--- config.mk ---
export PLATFORM = sky130hd
export DESIGN_NAME = spi_cmd_dispatcher
export DESIGN_NICKNAME = d
export VERILOG_FILES = /design/src/rtl/spi_cmd_dispatcher.sv
export SDC_FILE = /design/constraint.sdc
export NUM_CORES = 1
export LEC_CHECK = 0
export CAP_MARGIN = 20
export CORE_MARGIN = 1.5
export CORE_UTILIZATION = 50
export DETAILED_ROUTE_END_ITERATION = 10
export MAX_ROUTING_LAYER = met4
export PLACE_DENSITY_LB_ADDON = 0.08
export SLEW_MARGIN = 20
export SYNTH_ARGS = -nofsm -noshare
export SYNTH_HDL_FRONTEND = slang
export SYNTH_SLANG_ARGS = --single-unit
--- constraint.sdc ---
create_clock -name clk -period 3.8 [get_ports clk]
set_input_delay 0.38 -clock clk [delete_from_list [all_inputs] [get_ports clk]]
set_output_delay 0.38 -clock clk [all_outputs]
set_load 0.02 [all_outputs]
--- src/rtl/spi_cmd_dispatcher.sv ---
`default_nettype none
// ============================================================================
//  Module      : spi_cmd_dispatcher
//  Description : Turns a stream of SPI bytes into register-bus transactions.
//                The first byte of a frame is a command (rw, select, start
//                address); later bytes are write data, or dummy bytes that
//                pace a prefetching read burst. Sticky error flags report
//                byte overflow, bus timeout and bad peripheral select.
//  Revision    : 1.0  initial release
// ============================================================================
module spi_cmd_dispatcher #(
   parameter int NUM_PERIPH = 4,
   parameter int TIMEOUT    = 255
) (
   input  logic                  clk,
   input  logic                  iRST_n,
   input  logic                  iFRAME_ACTIVE,
   input  logic                  iBYTE_VALID,
   input  logic [7:0]            iBYTE,
   output logic [7:0]            oTX_BYTE,
   output logic                  oTX_LOAD,
   output logic [NUM_PERIPH-1:0] oBUS_SEL,
   output logic [2:0]            oBUS_ADDR,
   output logic [7:0]            oBUS_WDATA,
   output logic                  oBUS_WR,
   output logic                  oBUS_RD,
   input  logic                  iBUS_ACK,
   input  logic [7:0]            iBUS_RDATA,
   output logic                  oBUSY,
   output logic                  oERR_OVF,
   output logic                  oERR_TIMEOUT,
   output logic                  oERR_BADSEL
);

   typedef enum logic [2:0] {
      IDLE     = 3'd0,
      CMD      = 3'd1,
      WR_WAIT  = 3'd2,
      WR_REQ   = 3'd3,
      RD_REQ   = 3'd4,
      RD_WAIT  = 3'd5,
      DRAIN    = 3'd6
   } state_t;

   // Last wait-counter value at which an ack is still accepted.
   localparam logic [7:0] C_WAIT_LAST   = 8'(TIMEOUT - 1);
   localparam logic [4:0] C_NUM_PERIPH  = 5'(NUM_PERIPH);

   state_t                  state_q, state_d;
   logic [7:0]              wait_q, wait_d;
   logic                    frame_lost_q, frame_lost_d;
   logic [7:0]              tx_byte_q, tx_byte_d;
   logic                    tx_load_q, tx_load_d;
   logic [NUM_PERIPH-1:0]   bus_sel_q, bus_sel_d;
   logic [2:0]              bus_addr_q, bus_addr_d;
   logic [7:0]              bus_wdata_q, bus_wdata_d;
   logic                    bus_wr_q, bus_wr_d;
   logic                    bus_rd_q, bus_rd_d;
   logic                    busy_q, busy_d;
   logic                    err_ovf_q, err_ovf_d;
   logic                    err_to_q, err_to_d;
   logic                    err_bad_q, err_bad_d;

   logic [3:0]              w_cmd_sel;
   logic                    w_cmd_bad;
   logic                    w_lost;

   assign w_cmd_sel = iBYTE[6:3];
   assign w_cmd_bad = ({1'b0, w_cmd_sel} >= C_NUM_PERIPH);
   // A frame counts as lost if slave-select dropped at any point while the
   // current request was outstanding, even if it has since returned.
   assign w_lost    = frame_lost_q | ~iFRAME_ACTIVE;

   // Next-state and next-output decode for the dispatcher.
   always_comb begin
      state_d      = state_q;
      wait_d       = wait_q;
      frame_lost_d = frame_lost_q;
      tx_byte_d    = tx_byte_q;
      tx_load_d    = 1'b0;
      bus_sel_d    = bus_sel_q;
      bus_addr_d   = bus_addr_q;
      bus_wdata_d  = bus_wdata_q;
      bus_wr_d     = bus_wr_q;
      bus_rd_d     = bus_rd_q;
      err_ovf_d    = err_ovf_q;
      err_to_d     = err_to_q;
      err_bad_d    = err_bad_q;

      case (state_q)
         IDLE: begin
            if (iFRAME_ACTIVE) begin
               state_d   = CMD;
               err_ovf_d = 1'b0;
               err_to_d  = 1'b0;
               err_bad_d = 1'b0;
            end
         end

         CMD: begin
            if (!iFRAME_ACTIVE) begin
               state_d = IDLE;
            end else if (iBYTE_VALID) begin
               if (w_cmd_bad) begin
                  err_bad_d = 1'b1;
                  state_d   = DRAIN;
               end else begin
                  bus_sel_d  = NUM_PERIPH'(1'b1) << w_cmd_sel;
                  bus_addr_d = iBYTE[2:0];
                  if (iBYTE[7]) begin
                     state_d = WR_WAIT;
                  end else begin
                     state_d      = RD_REQ;
                     bus_rd_d     = 1'b1;
                     wait_d       = 8'd0;
                     frame_lost_d = 1'b0;
                  end
               end
            end
         end

         WR_WAIT: begin
            if (!iFRAME_ACTIVE) begin
               state_d = IDLE;
            end else if (iBYTE_VALID) begin
               state_d      = WR_REQ;
               bus_wdata_d  = iBYTE;
               bus_wr_d     = 1'b1;
               wait_d       = 8'd0;
               frame_lost_d = 1'b0;
            end
         end

         WR_REQ, RD_REQ: begin
            frame_lost_d = w_lost;
            // A byte arriving while the bus is busy is lost; the request
            // itself carries on unaffected.
            if (iBYTE_VALID) begin
               err_ovf_d = 1'b1;
            end
            if (iBUS_ACK) begin
               bus_wr_d   = 1'b0;
               bus_rd_d   = 1'b0;
               bus_addr_d = bus_addr_q + 3'd1;
               if (w_lost) begin
                  state_d = IDLE;
               end else if (state_q == RD_REQ) begin
                  tx_byte_d = iBUS_RDATA;
                  tx_load_d = 1'b1;
                  state_d   = RD_WAIT;
               end else begin
                  state_d = WR_WAIT;
               end
            end else if (wait_q == C_WAIT_LAST) begin
               bus_wr_d = 1'b0;
               bus_rd_d = 1'b0;
               err_to_d = 1'b1;
               state_d  = DRAIN;
            end else begin
               wait_d = wait_q + 8'd1;
            end
         end

         RD_WAIT: begin
            if (!iFRAME_ACTIVE) begin
               state_d = IDLE;
            end else if (iBYTE_VALID) begin
               state_d      = RD_REQ;
               bus_rd_d     = 1'b1;
               wait_d       = 8'd0;
               frame_lost_d = 1'b0;
            end
         end

         DRAIN: begin
            if (!iFRAME_ACTIVE) begin
               state_d = IDLE;
            end
         end

         default: begin
            state_d  = IDLE;
            bus_wr_d = 1'b0;
            bus_rd_d = 1'b0;
         end
      endcase

      busy_d = (state_d != IDLE);
   end

   // State and registered outputs; reset wins over any pending request.
   always_ff @(posedge clk) begin
      if (!iRST_n) begin
         state_q      <= IDLE;
         wait_q       <= 8'd0;
         frame_lost_q <= 1'b0;
         tx_byte_q    <= 8'd0;
         tx_load_q    <= 1'b0;
         bus_sel_q    <= '0;
         bus_addr_q   <= 3'd0;
         bus_wdata_q  <= 8'd0;
         bus_wr_q     <= 1'b0;
         bus_rd_q     <= 1'b0;
         busy_q       <= 1'b0;
         err_ovf_q    <= 1'b0;
         err_to_q     <= 1'b0;
         err_bad_q    <= 1'b0;
      end else begin
         state_q      <= state_d;
         wait_q       <= wait_d;
         frame_lost_q <= frame_lost_d;
         tx_byte_q    <= tx_byte_d;
         tx_load_q    <= tx_load_d;
         bus_sel_q    <= bus_sel_d;
         bus_addr_q   <= bus_addr_d;
         bus_wdata_q  <= bus_wdata_d;
         bus_wr_q     <= bus_wr_d;
         bus_rd_q     <= bus_rd_d;
         busy_q       <= busy_d;
         err_ovf_q    <= err_ovf_d;
         err_to_q     <= err_to_d;
         err_bad_q    <= err_bad_d;
      end
   end

   assign oTX_BYTE     = tx_byte_q;
   assign oTX_LOAD     = tx_load_q;
   assign oBUS_SEL     = bus_sel_q;
   assign oBUS_ADDR    = bus_addr_q;
   assign oBUS_WDATA   = bus_wdata_q;
   assign oBUS_WR      = bus_wr_q;
   assign oBUS_RD      = bus_rd_q;
   assign oBUSY        = busy_q;
   assign oERR_OVF     = err_ovf_q;
   assign oERR_TIMEOUT = err_to_q;
   assign oERR_BADSEL  = err_bad_q;

endmodule
`default_nettype wire

Word-level counts from Yosys, hierarchy flattened
Cells that the tools add are included.

Bits in registers: 42. Input port bits: 21.

Equality and inequality tests: 25. Mux-type cells: 56. Reduce and logical (&&, ||, !) cells: 22. Shift operators: 1. Add/sub/neg operators: 2. Order comparisons: 1. Bitwise gates (word level): 9.

Operators with widths (number): $mux 8 (8); $mux 3 (18); $ne 2x2->1 const B (15); $pmux 8 s3 (1); $mux 1 (21); $pmux 3 s6 (1); $reduce_and 4->1 (4); $reduce_and 5->1 (2); $eq 3x3->1 const B (3); $reduce_and 9->1 (1); $add 8x1->8 const B (1); $eq 8x8->1 const B (1); $not 1->1 (8); $reduce_and 8->1 (1); $reduce_or 4->1 (2); $reduce_and 7->1 (1); $eq 3x2->1 const B (2); $pmux 1 s2 (3); $pmux 1 s3 (2); $pmux 3 s2 (1); $reduce_and 3->1 (2); $reduce_bool 2->1 (3); $reduce_bool 3->1 (2); $ge 4x3->1 const B (1); other kinds (10) (12).

Logic depth before layout (Yosys ltp)
Gate-level depths: netlist of run 1.

Word-level depth: 6. Depth in mapped cells: 7.

Worst setup path after synthesis of run 1
Ideal clock, no wire load.

Path kind: register to register. From: register wait_q[0]. To: register wait_q[4]. Path slack: 1.985 ns. Stages on the path, launching flop included: 8. Arrival time: 1.744 ns. Data required time: 3.728 ns. Cell sequence: dfxtp_1 -> inv_1 -> ha_1 -> and3_1 -> a2111oi_4 -> nor3_1 -> a211oi_1 -> mux2i_1.

Longest elaborated chain between the ends: 4. Elaborated cells between the ends (all ways): 7.

RTL lines: start, declared (RTL line 50) `logic [7:0] wait_q, wait_d;`; start signal, assigned (RTL line 210) `wait_q <= wait_d;`; $add 8x1->8 (RTL line 160) `wait_d = wait_q + 8'd1;`; $mux 8 (RTL line 154) `end else if (wait_q == C_WAIT_LAST) begin`; $mux 8 (RTL line 141) `if (iBUS_ACK) begin`; $pmux 8 s3 (RTL line 90) `case (state_q)`.

Parallel ways exist; a longest one is shown, timed or not. The select of a mux whose other input is x is not followed. A chain may end at the register's enable or synchronous reset.

Worst setup path in the final report of run 1
From: register state_q[1]. To: register wait_q[7].

Longest elaborated chain between the ends: 4. Elaborated cells between the ends (all ways): 18.

RTL lines: start, declared (RTL line 49) `state_t state_q, state_d;`; start signal, assigned (RTL line 209) `state_q <= state_d;`; $eq 3x3->1 / $eq 3x2->1 (equally long branches) (RTL line 90); $reduce_or 2->1 (on tied branches); $ne 2x2->1 (no source line), or another cell as far along; $reduce_and 9->1 (no source line).

Parallel ways exist; a longest one is shown, timed or not.

==> reports/qor.txt, run 1 <==
Required @ worst endpoint - 3.98 ns
antenna fix cells - 0
CP max FO - 21
H-tree levels - 2
total power - 845 µW
yosys warns - 0
I/O Buffers - 50
worst slew pin tran - 0.793 ns
fin. max-slew vios - 0
maximum clock frequency - 0.441 GHz
clock root buffer - clkbuf_8
status - complete, no violations
net switching power - 209 µW
Post-route DRC - 0
Yosys top cell by area - dfxtp_1
synth top area cells - dfxtp_1, mux2i_1, nor2b_1, nor2_1, nand2_1
#FFs+latches synth - 42
sequential power share - 53.8%
CTS buffer count - 5
leakage - 0.988 nW
Setup TNS Final - 0 ns
# IOs - 51
max-cap violations - 0
commonest non-fill, non-tap cell in the layout - clkdlybuf4s50_1
Die Width - 68.4 µm
power share of the clock group - 35.5%
layout cell share with drive strength beyond 1 - 7.19%
via/cell ratio - 5.37
worst min-delay path class - reg2reg
syn nets - 255
setup violators final - 0
Buffers & Inverters on Critical Path - 1
Crit-path slowest cell - dfxtp_1
CP endpoint kind - flop
sequential share of the synthesized area - 39.3%
FF+latch area - 841 µm²
post-synthesis adder-cell area fraction - 1.76%
Multi-input gate area - 1210 µm²
post-DP HPWL - 3.42 mm
GP Congestion - 0.900
first-pass GRT wire length - 7.38 mm
post-route ant nets - 0
Site Rows - 23
Routed WL - 4.62 mm
Crit Path Class - reg2reg
main combinational cell family by area after synthesis - simple AND/OR/NAND/NOR gates
setup bufs post-CTS - 0
First DRT Iteration DRCs - 54
Core ar. - 4060 µm²
critical path arrival - 2.44 ns
DR vias - 1,760
Synth top area share - 39.3%
die area - 4680 µm²
CTS tree - yes
Hold Violations, Final - 0
cell count after synthesis - 231
IR drop worst, VDD - 0.249 mV
Layout Nets - 301
post-route clock period utilization - 59.6%
initial antenna violation count - 0
crit start category - flop
Die Height - 68.4 µm
Post-synth top flop - dfxtp_1
Rel. slew slack - 47.0%
most frequent cells in the layout - clkdlybuf4s50_1, dfxtp_1, mux2i_1
largest net degree at the start of global routing - 29
Worst path max stage delay - 0.80 ns
PwrDens - 309 nW/µm²
P&R area growth vs syn - 27.9%
final hold slack - 0.460 ns
Final min period - 2.27 ns
Synth Area in XOR/XNOR - 0%
routed wire length per instance - 14.1 µm
drt pass-1 iters - 4
critical-path cell list - inv_1, or4_4, and3_4, nand2b_1, mux2i_1
clock skew - 0.00215 ns
hold_buf cts - 0
initial core utilization - 52.7%
gr usage total - 21.6%
Clk pin slew, worst setup/hold paths - 0.08 ns
Compound-Gate Fraction of Synth Area - 16.3%
post-cts repair resize count - 0
post-synthesis mux area share - 12.7%
Int Pwr - 636 µW
Sw Share - 24.7%
vias in the first global route - 1,583
Post-synth ARST share - 0%
Synth Area in Simple Gates - 25.9%
synthesized area per cell - 9.26 µm²
clk sink count - 42
Top delay family on crit path - simple AND/OR/NAND/NOR gates
Comb power frac - 10.7%
clk buf depth - 2
Mapped Area - 2140 µm²
Yosys cell types - 52
number of synthesized flops with an enable pin - 0
Skew-Pair Late Insertion Delay - 0.29 ns
global route total overflow - 0
Layout fillers - 337
RSZ-0062 raised after global routing - false
synthesized netlist by cell type, drive strengths merged (2+ instances only):
cell type and count:
nand2 15, nor2b 23, o21ai 9, and3 3, mux2i 26, inv 6, a21oi 12, and2 4
o311ai 3, clkbuf 5, a21boi 2, nand3b 2, dfxtp 42, nand4 2, nor3 6, a211oi 5
ha 3, nor2 17, a31oi 2, o31ai 3, nand2b 10, buf 6, o21a 2, nand3 7
state kept, by name, indices dropped and copies added, names as in the netlist:
name / cells
frame_lost_q: 1
oBUSY: 1
oBUS_ADDR: 3
oBUS_RD: 1
oBUS_SEL: 4
oBUS_WDATA: 8
oBUS_WR: 1
oERR_BADSEL: 1
oERR_OVF: 1
oERR_TIMEOUT: 1
oTX_BYTE: 8
oTX_LOAD: 1
state_q: 3
wait_q: 8
metrics by stage:
step,utilization [%],instance area (µm²),setup slack [ns],instances
global route,67.4,2730,1.42,328
global placement,65.0,2640,1.52,320
detailed placement,65.0,2640,1.47,320
finish,67.4,2730,1.53,328
CTS,67.4,2730,1.56,328
floorplan,-,2140,1.98,231
routing by layer:
layer / global-route usage [%] / part of all wire (%) / wire length [µm] / up-vias
met2: 34.9 / 47 / 2180 / 47
met4: 7.00 / 0.59 / 27 / 0
met5: - / 0 / 0 / -
met3: 5.92 / 5.9 / 274 / 3
met1: 26.1 / 46 / 2130 / 801
li1: - / - / - / 909
power by group through the flow:
stage / clock, mW / sequential [mW] / combinational [mW]
floorplan: 0 / 0.464 / 0.0523
global placement: 0 / 0.465 / 0.0896
detailed placement: 0 / 0.465 / 0.0904
CTS: 0.308 / 0.455 / 0.0908
global route: 0.326 / 0.456 / 0.0988
finish: 0.300 / 0.455 / 0.0901
worst paths after layout:
check | end | depth (start not counted) | start | slack, ns
hold / removal | oBUS_RD | 2 | oBUS_RD | 0.46
hold reg to reg | oBUS_RD | 2 | oBUS_RD | 0.46
setup / recovery | wait_q[7] | 5 | state_q[1] | 1.53
setup reg to reg | wait_q[7] | 5 | state_q[1] | 1.53
layout make-up:
class                   instances  share of cell area, %
flip-flops and latches         42                   30.8
clock buffers                   6                   3.02
repair buffers                 50                   18.3
clock inverters                 2                  0.458
multi-input cells             172                   44.3
inverters                       6                  0.824
well taps                      50                   2.29
cell families after synthesis:
kind of cell | Yosys count
and+or+nand+nor | 96
AOI/OAI and AO/OA | 46
DFF | 42
muxes | 27
buffers and inverters | 17
adders and majority gates | 3
tightest hold or removal path, delay by kind of cell (launching register included):
| kind | cells | cell delay, ns |
|---|---|---|
| AO/OA/AOI/OAI | 1 | 0.05 |
| flip-flops | 1 | 0.32 |
| AND/OR/NAND/NOR | 1 | 0.05 |
Power figures use the tool's default switching activity.
==> run 2, diff against run 1 <==
--- a/config.mk
+++ b/config.mk
@@ -7,7 +7,7 @@
 export LEC_CHECK = 0
 export CAP_MARGIN = 20
 export CORE_MARGIN = 1.5
-export CORE_UTILIZATION = 50
+export CORE_UTILIZATION = 45
 export DETAILED_ROUTE_END_ITERATION = 10
 export MAX_ROUTING_LAYER = met4
 export PLACE_DENSITY_LB_ADDON = 0.08
==> constraint.sdc (replaced) <==
create_clock -name clk -period 2 [get_ports clk]
set_input_delay 0.2 -clock clk [delete_from_list [all_inputs] [get_ports clk]]
set_output_delay 0.2 -clock clk [all_outputs]
set_load 0.02 [all_outputs]
==> reports/qor.txt, run 2 (synthesis results as in run 1) <==
status - complete, no violations
Layout Nets - 315
die area - 5170 µm²
Layout fillers - 392
fin. max-slew vios - 0
Hold Violations, Final - 0
via/cell ratio - 5.36
layout cell share with drive strength beyond 1 - 12.7%
Clk pin slew, worst setup/hold paths - 0.08 ns
placed inst area - 2760 µm²
post-DP HPWL - 3.59 mm
P&R area growth vs syn - 34.2%
Top delay family on crit path - compound AO/OA/AOI/OAI gates
FF+latch area - 842 µm²
maximum clock frequency - 0.545 GHz
global route total overflow - 0
Crit Path Class - reg2reg
RSZ-0062 raised after global routing - false
leakage - 1.06 nW
GP Congestion - 0.850
CTS buffer count - 5
hold_buf cts - 0
PwrDens - 574 nW/µm²
most frequent cells in the layout - clkdlybuf4s50_1, dfxtp_1, mux2i_1
I/O Buffers - 50
gr usage total - 20.8%
Die Width - 71.9 µm
Buffers & Inverters on Critical Path - 1
clock root buffer - clkbuf_8
setup slack at placement - -0.0203 ns
critical path arrival - 2.07 ns
Core ar. - 4470 µm²
# IOs - 51
Final Cell Area - 2870 µm²
post-route clock period utilization - 91.8%
Worst path max stage delay - 0.36 ns
CP endpoint kind - flop
CP max FO - 4
IR drop worst, VDD - 0.342 mV
CTS tree - yes
initial core utilization - 47.8%
Skew-Pair Late Insertion Delay - 0.30 ns
routed wire length per instance - 14.1 µm
crit start category - flop
max-cap violations - 0
antenna fix cells - 0
Die Height - 71.9 µm
critical-path cell list - inv_1, ha_1, and3_1, a2111oi_4, nor3_2, a211oi_1, mux2i_1
Multi-input gate area - 1220 µm²
DR vias - 1,843
commonest non-fill, non-tap cell in the layout - clkdlybuf4s50_1
drt pass-1 iters - 4
setup violators final - 0
First DRT Iteration DRCs - 125
clock skew - 0.00912 ns
clk sink count - 42
Routed WL - 4.86 mm
Post-route DRC - 0
Site Rows - 24
initial antenna violation count - 0
Crit-path slowest cell - dfxtp_2
post-route ant nets - 0
H-tree levels - 2
worst slew pin tran - 0.486 ns
Rel. slew slack - 67.2%
vias in the first global route - 1,800
Final min period - 1.84 ns
clk buf depth - 2
first-pass GRT wire length - 8.29 mm
Setup WS post-layout - 0.164 ns
largest net degree at the start of global routing - 25
Required @ worst endpoint - 2.24 ns
worst min-delay path class - reg2reg
setup bufs post-CTS - 0
final hold slack - 0.457 ns
## run 2: worst reg2reg max path: stages, from the launching register on
cell and delay (ns):
dfxtp_2 0.36, inv_1 0.06, ha_1 0.20, and3_1 0.22, a2111oi_4 0.35, nor3_2 0.13, a211oi_1 0.24, mux2i_1 0.21
## run 2: repair_timing
item                       in CTS  in global routing
resized for setup               0                  3
setup endpoints to repair       1                  6
pin swaps                       1                  1
## run 2: report_power, final
group	internal (mW)	leakage, nW	switching [mW]
sequential	0.847	0.340	0.00829
combinational	0.0970	0.673	0.100
clock	0.284	0.0478	0.310
total	1.23	1.06	0.419
## run 2: routing by layer
| layer | GRT usage, % | routed length [µm] | vias to the layer above |
|---|---|---|---|
| met5 | - | 0 | - |
| met4 | 6.92 | 78 | 0 |
| met3 | 5.42 | 284 | 9 |
| met2 | 30.9 | 2120 | 57 |
| met1 | 27.7 | 2370 | 835 |
| li1 | - | - | 942 |
## run 2: worst paths after layout
check | to | from | slack (ns) | depth (start not counted)
worst min register to register | oBUS_WR | oBUS_WR | 0.46 | 2
worst max-delay path | wait_q[7] | wait_q[0] | 0.16 | 7
worst max register to register | wait_q[7] | wait_q[0] | 0.16 | 7
worst min-delay path | oBUS_WR | oBUS_WR | 0.46 | 2
## run 2: final cells by class
type                    instances  share of cell area [%]
clock inverters                 2                   0.567
flip-flops and latches         42                    29.4
well taps                      52                    2.27
repair buffers                 64                    21.5
multi-input cells             172                    42.6
inverters                       6                   0.785
clock buffers                   6                    2.88
## run 2: stage by stage
step           setup TNS [ns]  power (mW)  cells  util, %
2_1_floorplan               0       0.981    231        -
3_3_place_gp                0        1.07    336     61.7
3_5_place_dp          -0.0356        1.07    336     61.7
4_1_cts                     0        1.67    344     63.9
5_1_grt                     0        1.73    344     64.1
6_report                    0        1.65    344     64.1
